===== src/rtl/mips_pkg.sv =====
// Shared MIPS definitions: instruction fields, controller state codes and
// datapath select encodings used by the multicycle controller.
package mips_pkg;

    localparam logic [5:0] OP_RTYPE = 6'b000000;
    localparam logic [5:0] OP_J     = 6'b000010;
    localparam logic [5:0] OP_JAL   = 6'b000011;
    localparam logic [5:0] OP_BEQ   = 6'b000100;
    localparam logic [5:0] OP_ADDI  = 6'b001000;
    localparam logic [5:0] OP_ADDIU = 6'b001001;
    localparam logic [5:0] OP_ORI   = 6'b001101;
    localparam logic [5:0] OP_LUI   = 6'b001111;
    localparam logic [5:0] OP_LW    = 6'b100011;
    localparam logic [5:0] OP_SW    = 6'b101011;

    localparam logic [5:0] FN_JR    = 6'b001000;

    typedef enum logic [3:0] {
        S_FETCH    = 4'd0,
        S_DECODE   = 4'd1,
        S_MEM_ADDR = 4'd2,
        S_MEM_RD   = 4'd3,
        S_MEM_WB   = 4'd4,
        S_MEM_WR   = 4'd5,
        S_R_EXEC   = 4'd6,
        S_R_WB     = 4'd7,
        S_I_EXEC   = 4'd8,
        S_I_WB     = 4'd9,
        S_BRANCH   = 4'd10,
        S_JUMP     = 4'd11,
        S_JAL      = 4'd12,
        S_JR       = 4'd13,
        S_HALT     = 4'd14
    } state_t;

    localparam logic [1:0] REGDST_RT   = 2'b00;
    localparam logic [1:0] REGDST_RD   = 2'b01;
    localparam logic [1:0] REGDST_RA   = 2'b10;

    localparam logic [1:0] M2R_ALUOUT  = 2'b00;
    localparam logic [1:0] M2R_MDR     = 2'b01;
    localparam logic [1:0] M2R_PC      = 2'b10;

    localparam logic [2:0] SRCB_B      = 3'b000;
    localparam logic [2:0] SRCB_FOUR   = 3'b001;
    localparam logic [2:0] SRCB_SEXT   = 3'b010;
    localparam logic [2:0] SRCB_SEXT2  = 3'b011;
    localparam logic [2:0] SRCB_ZEXT   = 3'b100;

    localparam logic [1:0] ALUOP_ADD   = 2'b00;
    localparam logic [1:0] ALUOP_SUB   = 2'b01;
    localparam logic [1:0] ALUOP_FUNCT = 2'b10;
    localparam logic [1:0] ALUOP_IMM   = 2'b11;

    localparam logic [1:0] PCSRC_ALU    = 2'b00;
    localparam logic [1:0] PCSRC_ALUOUT = 2'b01;
    localparam logic [1:0] PCSRC_JUMP   = 2'b10;
    localparam logic [1:0] PCSRC_REGA   = 2'b11;

    localparam logic [1:0] HC_NONE     = 2'b00;
    localparam logic [1:0] HC_ILLEGAL  = 2'b01;
    localparam logic [1:0] HC_TIMEOUT  = 2'b10;

    // States that issue a memory access and wait on mem_ready.
    function automatic logic is_mem_state(state_t s);
        return (s == S_FETCH) || (s == S_MEM_RD) || (s == S_MEM_WR);
    endfunction

endpackage


===== src/rtl/mips_multicycle_ctrl.sv =====
// Multicycle MIPS sequencing controller: steps the shared datapath through
// fetch/decode/execute/memory/writeback with a mem_ready handshake and timeout.
module mips_multicycle_ctrl
    import mips_pkg::*;
#(
    parameter int WAIT_LIMIT = 0
) (
    input  logic       clk,
    input  logic       reset,
    input  logic [5:0] opcode,
    input  logic [5:0] funct,
    input  logic       zero,
    input  logic       mem_ready,
    output logic       pc_en,
    output logic       iord,
    output logic       mem_read,
    output logic       mem_write,
    output logic       ir_write,
    output logic       mdr_write,
    output logic       reg_write,
    output logic [1:0] reg_dst,
    output logic [1:0] mem_to_reg,
    output logic       alu_src_a,
    output logic [2:0] alu_src_b,
    output logic [1:0] alu_op,
    output logic [1:0] pc_source,
    output logic       instr_done,
    output logic       halted,
    output logic [1:0] halt_cause,
    output logic [3:0] state
);

    localparam bit         TIMEOUT_EN = (WAIT_LIMIT != 0);
    localparam logic [7:0] LIMIT_M1   = 8'(WAIT_LIMIT - 1);

    state_t     cur;
    state_t     nxt;
    logic [7:0] wait_cnt;
    logic [1:0] cause_q;
    logic [1:0] entry_cause;
    logic       waiting;
    logic       timeout;
    logic       pc_write;
    logic       pc_write_cond;

    assign waiting = is_mem_state(cur) && !mem_ready;
    // The cycle in which the count would reach the limit is the last one waited.
    assign timeout = TIMEOUT_EN && waiting && (wait_cnt == LIMIT_M1);

    always_ff @(posedge clk or posedge reset) begin
        if (reset) begin
            cur      <= S_FETCH;
            wait_cnt <= 8'd0;
            cause_q  <= HC_NONE;
        end else begin
            cur <= nxt;
            if (nxt != cur)
                wait_cnt <= 8'd0;
            else if (waiting)
                wait_cnt <= wait_cnt + 8'd1;
            if ((nxt == S_HALT) && (cur != S_HALT))
                cause_q <= entry_cause;
        end
    end

    always_comb begin
        nxt         = cur;
        entry_cause = HC_NONE;
        case (cur)
            S_FETCH: begin
                if (mem_ready) begin
                    nxt = S_DECODE;
                end else if (timeout) begin
                    nxt         = S_HALT;
                    entry_cause = HC_TIMEOUT;
                end
            end
            S_DECODE: begin
                case (opcode)
                    OP_LW, OP_SW:                      nxt = S_MEM_ADDR;
                    OP_RTYPE:                          nxt = (funct == FN_JR) ? S_JR : S_R_EXEC;
                    OP_ADDI, OP_ADDIU, OP_ORI, OP_LUI: nxt = S_I_EXEC;
                    OP_BEQ:                            nxt = S_BRANCH;
                    OP_J:                              nxt = S_JUMP;
                    OP_JAL:                            nxt = S_JAL;
                    default: begin
                        nxt         = S_HALT;
                        entry_cause = HC_ILLEGAL;
                    end
                endcase
            end
            S_MEM_ADDR: nxt = (opcode == OP_SW) ? S_MEM_WR : S_MEM_RD;
            S_MEM_RD: begin
                if (mem_ready) begin
                    nxt = S_MEM_WB;
                end else if (timeout) begin
                    nxt         = S_HALT;
                    entry_cause = HC_TIMEOUT;
                end
            end
            S_MEM_WR: begin
                if (mem_ready) begin
                    nxt = S_FETCH;
                end else if (timeout) begin
                    nxt         = S_HALT;
                    entry_cause = HC_TIMEOUT;
                end
            end
            S_MEM_WB, S_R_WB, S_I_WB,
            S_BRANCH, S_JUMP, S_JAL, S_JR: nxt = S_FETCH;
            S_R_EXEC: nxt = S_R_WB;
            S_I_EXEC: nxt = S_I_WB;
            S_HALT:   nxt = S_HALT;
            default:  nxt = S_FETCH;
        endcase
    end

    // Output decode is gated by reset so an in-flight access drops at once.
    always_comb begin
        pc_write      = 1'b0;
        pc_write_cond = 1'b0;
        iord          = 1'b0;
        mem_read      = 1'b0;
        mem_write     = 1'b0;
        ir_write      = 1'b0;
        mdr_write     = 1'b0;
        reg_write     = 1'b0;
        reg_dst       = REGDST_RT;
        mem_to_reg    = M2R_ALUOUT;
        alu_src_a     = 1'b0;
        alu_src_b     = SRCB_B;
        alu_op        = ALUOP_ADD;
        pc_source     = PCSRC_ALU;
        instr_done    = 1'b0;
        if (!reset) begin
            case (cur)
                S_FETCH: begin
                    mem_read  = 1'b1;
                    alu_src_b = SRCB_FOUR;
                    ir_write  = mem_ready;
                    pc_write  = mem_ready;
                end
                S_DECODE: alu_src_b = SRCB_SEXT2;
                S_MEM_ADDR: begin
                    alu_src_a = 1'b1;
                    alu_src_b = SRCB_SEXT;
                end
                S_MEM_RD: begin
                    mem_read  = 1'b1;
                    iord      = 1'b1;
                    mdr_write = mem_ready;
                end
                S_MEM_WB: begin
                    reg_write  = 1'b1;
                    mem_to_reg = M2R_MDR;
                    instr_done = 1'b1;
                end
                S_MEM_WR: begin
                    mem_write  = 1'b1;
                    iord       = 1'b1;
                    instr_done = mem_ready;
                end
                S_R_EXEC: begin
                    alu_src_a = 1'b1;
                    alu_op    = ALUOP_FUNCT;
                end
                S_R_WB: begin
                    reg_write  = 1'b1;
                    reg_dst    = REGDST_RD;
                    instr_done = 1'b1;
                end
                S_I_EXEC: begin
                    alu_src_a = 1'b1;
                    alu_op    = ((opcode == OP_ORI) || (opcode == OP_LUI)) ? ALUOP_IMM : ALUOP_ADD;
                    alu_src_b = (opcode == OP_ORI) ? SRCB_ZEXT : SRCB_SEXT;
                end
                S_I_WB: begin
                    reg_write  = 1'b1;
                    instr_done = 1'b1;
                end
                S_BRANCH: begin
                    alu_src_a     = 1'b1;
                    alu_op        = ALUOP_SUB;
                    pc_write_cond = 1'b1;
                    pc_source     = PCSRC_ALUOUT;
                    instr_done    = 1'b1;
                end
                S_JUMP: begin
                    pc_write   = 1'b1;
                    pc_source  = PCSRC_JUMP;
                    instr_done = 1'b1;
                end
                S_JAL: begin
                    pc_write   = 1'b1;
                    pc_source  = PCSRC_JUMP;
                    reg_write  = 1'b1;
                    reg_dst    = REGDST_RA;
                    mem_to_reg = M2R_PC;
                    instr_done = 1'b1;
                end
                S_JR: begin
                    pc_write   = 1'b1;
                    pc_source  = PCSRC_REGA;
                    instr_done = 1'b1;
                end
                default: ;
            endcase
        end
    end

    assign pc_en      = pc_write | (pc_write_cond & zero);
    assign halted     = (cur == S_HALT);
    assign halt_cause = cause_q;
    assign state      = cur;

endmodule


===== config.mk =====
export PLATFORM = sky130hd
export DESIGN_NAME = mips_multicycle_ctrl
export DESIGN_NICKNAME = d
export VERILOG_FILES = /design/src/rtl/mips_pkg.sv /design/src/rtl/mips_multicycle_ctrl.sv
export SDC_FILE = /design/constraint.sdc
export NUM_CORES = 1
export LEC_CHECK = 0
export ABC_AREA = 1
export BUFFER_PORTS_ARGS = -buffer_cell sky130_fd_sc_hd__buf_2
export CORE_ASPECT_RATIO = 1.25
export CORE_UTILIZATION = 43
export CTS_CLUSTER_SIZE = 30
export DETAILED_ROUTE_END_ITERATION = 8
export HOLD_SLACK_MARGIN = 0.02
export PLACE_DENSITY = 0.78
export SETUP_SLACK_MARGIN = 0.02
export SKIP_CTS_REPAIR_TIMING = 1
export SLEW_MARGIN = 20
export SYNTH_ARGS = -nofsm -noshare
export SYNTH_HDL_FRONTEND = slang
export SYNTH_SLANG_ARGS = --single-unit

===== constraint.sdc =====
create_clock -name clk -period 1.6 [get_ports clk]
set_input_delay 0.32 -clock clk [delete_from_list [all_inputs] [get_ports clk]]
set_output_delay 0.32 -clock clk [all_outputs]
set_load 0.02 [all_outputs]

Yosys cells after proc, flatten, opt, wreduce, memory -nomap -nowiden
Index checks and enable logic that the tools add are counted.
W data, S select, Z words.
{ "op_classes": {"mux": 41, "eq_ne": 26, "n_reduce_logical": 14, "n_bitwise": 2} }
{ "ops": {"columns": ["op", "n"], "rows": [
  ["$eq A4 B4 Y1 const B", 8],
  ["$pmux W4 S8", 1],
  ["$eq A6 B4 Y1 const B", 5],
  ["$pmux W4 S6", 1],
  ["$mux W1", 20],
  ["$eq A4 B3 Y1 const B", 4],
  ["$mux W4", 4],
  ["$eq A6 B2 Y1 const B", 2],
  ["$eq A6 B6 Y1 const B", 2],
  ["$pmux W2 S3", 2],
  ["$pmux W3 S4", 1],
  ["$reduce_or A4 Y1", 3],
  ["$mux W2", 5],
  ["$reduce_or A10 Y1", 1],
  ["$mux W3", 3],
  ["$eq A4 B2 Y1 const B", 2],
  ["$pmux W2 S2", 2],
  ["$reduce_or A2 Y1", 4],
  ["$reduce_or A7 Y1", 1],
  ["$eq A6 B3 Y1 const B", 1],
  ["$logic_not A6 Y1", 1],
  ["$eq A4 B1 Y1 const B", 1],
  ["$logic_not A4 Y1", 1],
  ["$ne A4 B4 Y1 const B", 1],
  ["other kinds (6)", 7]
]} }
{ "word_totals": {"reg_bits": 6, "out_inout_bits": 27} }

Logic depth before layout (Yosys ltp)
{ "depth": {"ltp_word": 6, "ltp_mapped": 8, "depth_no_buf": 8} }

Worst setup path before layout
OpenSTA, ideal clock, no wires.
{ "synth_timing": {"path_type": "reg2out", "startpoint": "reg cur[0], in the netlist state[0]", "endpoint": "out instr_done", "path_slack_ps": -162, "t_arrival_ps": 1442, "n_path_buf": 0, "stages_incl_launch_ff": 7, "t_required_ps": 1280, "path_cell_list": "dfrtp_1 inv_1 nor2_4 inv_1 nor2_1 nor2_1 a31oi_1"} }
{ "synth_via": {"elab_chain_len": 4} }
{ "synth_lines": {"columns": ["element", "line_no", "source"], "rows": [
  ["start, declared", "mips_multicycle_ctrl.sv:36", "state_t cur;"],
  ["start signal, assigned", "mips_multicycle_ctrl.sv:56", "cur <= nxt;"],
  ["$eq A4 B4 Y1 or $eq A4 B3 Y1 (tied branches)", "mips_multicycle_ctrl.sv:136", "case (cur)"],
  ["$reduce_or A7 Y1 (no line)", null, null],
  ["$pmux W1 S2 (*)", "mips_multicycle_ctrl.sv:136", null],
  ["$mux W1 (*)", "mips_multicycle_ctrl.sv:135", "if (!reset) begin"],
  ["end, declared", "mips_multicycle_ctrl.sv:27", "output logic instr_done,"]
]} }
Mark *: on every way between the ends. The rest lies on a longest branch, timed or not.

Final worst setup path
{ "layout_timing": {"startpoint": "reg cur[1], in the netlist state[1]", "endpoint": "out pc_source[1]"} }
{ "layout_via": {"elab_chain_len": 4} }
{ "layout_lines": {"columns": ["element", "line_no", "source"], "rows": [
  ["$eq A4 B4 Y1", "mips_multicycle_ctrl.sv:136", null],
  ["$reduce_or A2 Y1 (no line)", null, null],
  ["$pmux W2 S3 (*)", "mips_multicycle_ctrl.sv:136", null],
  ["$mux W2 (*)", "mips_multicycle_ctrl.sv:135", null],
  ["end, declared", "mips_multicycle_ctrl.sv:26", "output logic [1:0] pc_source,"]
]} }
Marked as above.

==> reports/qor.log <==
qor: run_status.status finished with violations
qor: run_status.failed_checks negative setup slack
qor: timing.timing_max_transition_violations_final 0
qor: clock_network.path_clk_slew 0.05 ns
qor: floorplanning.die_area 1950 µm²
qor: yosys.flip_flop_and_latch_count_after_synthesis 5
qor: floorplanning.io_pins 43
qor: pwr.leakagePower 0.705 nW
qor: layout.layout.cells.non_filler 224
qor: detailed_routing.route.antenna.remaining_nets 0
qor: worst_setup_path.timing.critical_path.from state[1]$_DFF_PP0_
qor: yosys.syn-cell-area 764 µm²
qor: floorplanning.fp-row-count 16
qor: timing.final.setup_skew 0.00910 ns
qor: global_routing.number_of_antenna_violations_at_the_first_check_in_global_routing 0
qor: clock_network.clk_latency 0.25 ns
qor: clock_network.numCtsBuffers 3
qor: detailed_routing.routed_wirelength 2630 µm
qor: yosys.syn-instance-count 150
qor: timing.finalSetupTns -2.96 ns
qor: layout.area_growth_syn_to_layout 71.7%
qor: floorplanning.floorplan.initialDensity 0.471
qor: clock_network.cts-root-buf sky130_fd_sc_hd__clkbuf_4
qor: layout.fin_nets 223
qor: global_routing.grt_pass1_vias 963
qor: global_routing.largest_net_degree_at_the_start_of_global_routing 14
qor: timing.min_period 1.83 ns
qor: worst_setup_path.cp.required 1.28 ns
qor: clock_network.ctsHtreeMaxLevel 1
qor: detailed_routing.drtPass1Iterations 4
qor: timing.final_number_of_hold_violating_endpoints 0
qor: floorplanning.fp.coreArea 1620 µm²
qor: timing.timing.final.ws_setup -0.234 ns
qor: clock_network.cts_tree done
qor: pwr.vdd.ir_drop.worst 871 µV
qor: placement.dp_hpwl 1920 µm
qor: detailed_routing.drt_first_iter_violations 24
qor: placement.dp_worst_setup_slack -0.0357 ns
qor: timing.finalCritPeriodShare 1.15
qor: worst_setup_path.crit_path_end_kind primary output
qor: global_routing.globalRoute.totalOverflow 0
qor: yosys.synth_warnings 0
qor: placement.placed_cells_incl_taps 217
qor: placement.globalplace.congestion 0.813
qor: yosys.postSynthNetCount 166
qor: timing.hold_ws 0.197 ns
qor: detailed_routing.vias_per_cell 5.18
qor: worst_setup_path.setup.worst_path.class flip-flop to primary output
qor: worst_setup_path.crit_fanout 6
qor: worst_setup_path.worstSetupEndpoint pc_source[1]
qor: timing.number_of_failing_setup_endpoints_in_the_final_timing_report 20
qor: floorplanning.die_height 49.1 µm
qor: worst_setup_path.crit-reg2reg-launch state[0]$_DFF_PP0_
qor: yosys.yosysSeqAreaShare 0.164
qor: worst_setup_path.setup.worst_path.start_class flip-flop
qor: layout.num_antenna_cells 0
qor: detailed_routing.detail_route.wl_per_cell 11.7 µm
qor: detailed_routing.detailroute.via_count 1,160
qor: global_routing.first_pass_grt_wire_length 3730 µm
qor: worst_setup_path.r2r_end state[1]$_DFF_PP0_
qor: run.maxCapViolations 0
qor: timing.rsz0062_at_grt true
qor: worst_setup_path.setup.reg_to_reg.worst_slack 0.12 ns
qor: min_path.min_path_type primary input to asynchronous set/reset pin
qor: clock_network.cts_buffer_depth 2
qor: worst_setup_path.crit_arrival 1.51 ns
qor: detailed_routing.drcViolationCount 0
qor: pwr.power_density 1450 nW/µm²
qor: floorplanning.dieWidth 39.7 µm
qor: clock_network.clock_sinks 5
qor: placement.io_buffers 41
qor: layout.final_layout_size_suffix_gt1_frac 0.515
qor: timing.fmax 0.545 GHz
qor: yosys.synth_cell_type_count 17
qor: worst_setup_path.worst_r2r_path_depth 8
qor: global_routing.grtUsageTotal 0.258
qor: yosys.synthesis.area_per_instance 5.10 µm²
qor: pwr.power.total 1.90 mW
==> worst max-delay path: stages (launching register included) <==
cell and delay (ns):
sky130_fd_sc_hd__dfrtp_2 0.47, sky130_fd_sc_hd__nor2_4 0.21, sky130_fd_sc_hd__nand2_2 0.09, sky130_fd_sc_hd__nand2_2 0.09, sky130_fd_sc_hd__a21oi_2 0.04, sky130_fd_sc_hd__or2_1 0.22
sky130_fd_sc_hd__inv_2 0.06, sky130_fd_sc_hd__buf_6 0.10
==> where the power goes <==
part	leakage, nW	switching [mW]	internal, mW
Sequential	0.0545	0.0979	0.181
Clock	0.0150	0.0557	0.0945
Combinational	0.636	0.872	0.601
==> metrics by stage <==
step,cell area (µm²),util
floorplan,823,-
global placement,1120,0.690
detailed placement,1120,0.690
CTS,1140,0.706
global route,1310,0.809
finish,1310,0.809
==> synthesized netlist by cell type, drive strengths merged <==
cell / instances / area share
nand2: 40 / 0.20
conb: 1 / 0.0049
buf: 2 / 0.020
inv: 28 / 0.14
nor3: 6 / 0.039
nand4: 2 / 0.016
clkbuf: 2 / 0.0098
o21ai: 2 / 0.013
nand3: 15 / 0.098
or2: 1 / 0.0082
and3: 1 / 0.0082
nor2: 33 / 0.20
a31oi: 3 / 0.025
dfrtp: 5 / 0.16
a21oi: 9 / 0.059
==> kinds of logic after synthesis <==
group | share of synthesized area
compound gates | 0.0966
buf+inv | 0.167
flops | 0.164
other cells | 0.00491
simple gates | 0.568
==> layer usage <==
metal,GRT usage,up-vias,share of wire
li1,-,576,-
met1,0.291,519,0.37
met2,0.481,55,0.56
met3,0.0183,10,0.050
met4,0.0690,0,0.024
met5,0,-,0
==> flip-flops by register name, summed over array words and instances (netlist names) <==
signal	count
halt_cause	1
state	4
==> area by class of cell <==
| cell class | instances | area (µm²) |
|---|---|---|
| clock buffer | 4 | 26.3 |
| fill | 107 | 309 |
| inverter | 28 | 108 |
| multi-input combinational | 113 | 638 |
| sequential | 5 | 130 |
| tap | 18 | 22.5 |
| timing repair buffer | 56 | 388 |
==> layout by cell type, fill, tap and decap left out, types with 4 or more instances in the layout <==
cell / n
sky130_fd_sc_hd__nand2_1: 31
sky130_fd_sc_hd__buf_2: 25
sky130_fd_sc_hd__buf_4: 23
sky130_fd_sc_hd__nor2_1: 22
sky130_fd_sc_hd__inv_1: 18
sky130_fd_sc_hd__nand3_1: 14
sky130_fd_sc_hd__inv_2: 9
sky130_fd_sc_hd__nand2_2: 8
sky130_fd_sc_hd__nor2_4: 8
sky130_fd_sc_hd__buf_6: 8
sky130_fd_sc_hd__a21oi_2: 6
sky130_fd_sc_hd__dfrtp_2: 4
==> worst min-delay path by stage <==
stage,to,slack (ns),cells past startpoint
3_3_place_gp,halt_cause[0]$_DFFE_PP0P_,0.43,3
3_5_place_dp,halt_cause[0]$_DFFE_PP0P_,0.44,3
5_1_grt,halt_cause[0]$_DFFE_PP0P_,0.25,3
4_1_cts,halt_cause[0]$_DFFE_PP0P_,0.19,3
2_1_floorplan,halt_cause[0]$_DFFE_PP0P_,0.33,2
6_report,state[3]$_DFF_PP0_,0.20,3
Power figures use the tool's default switching activity.
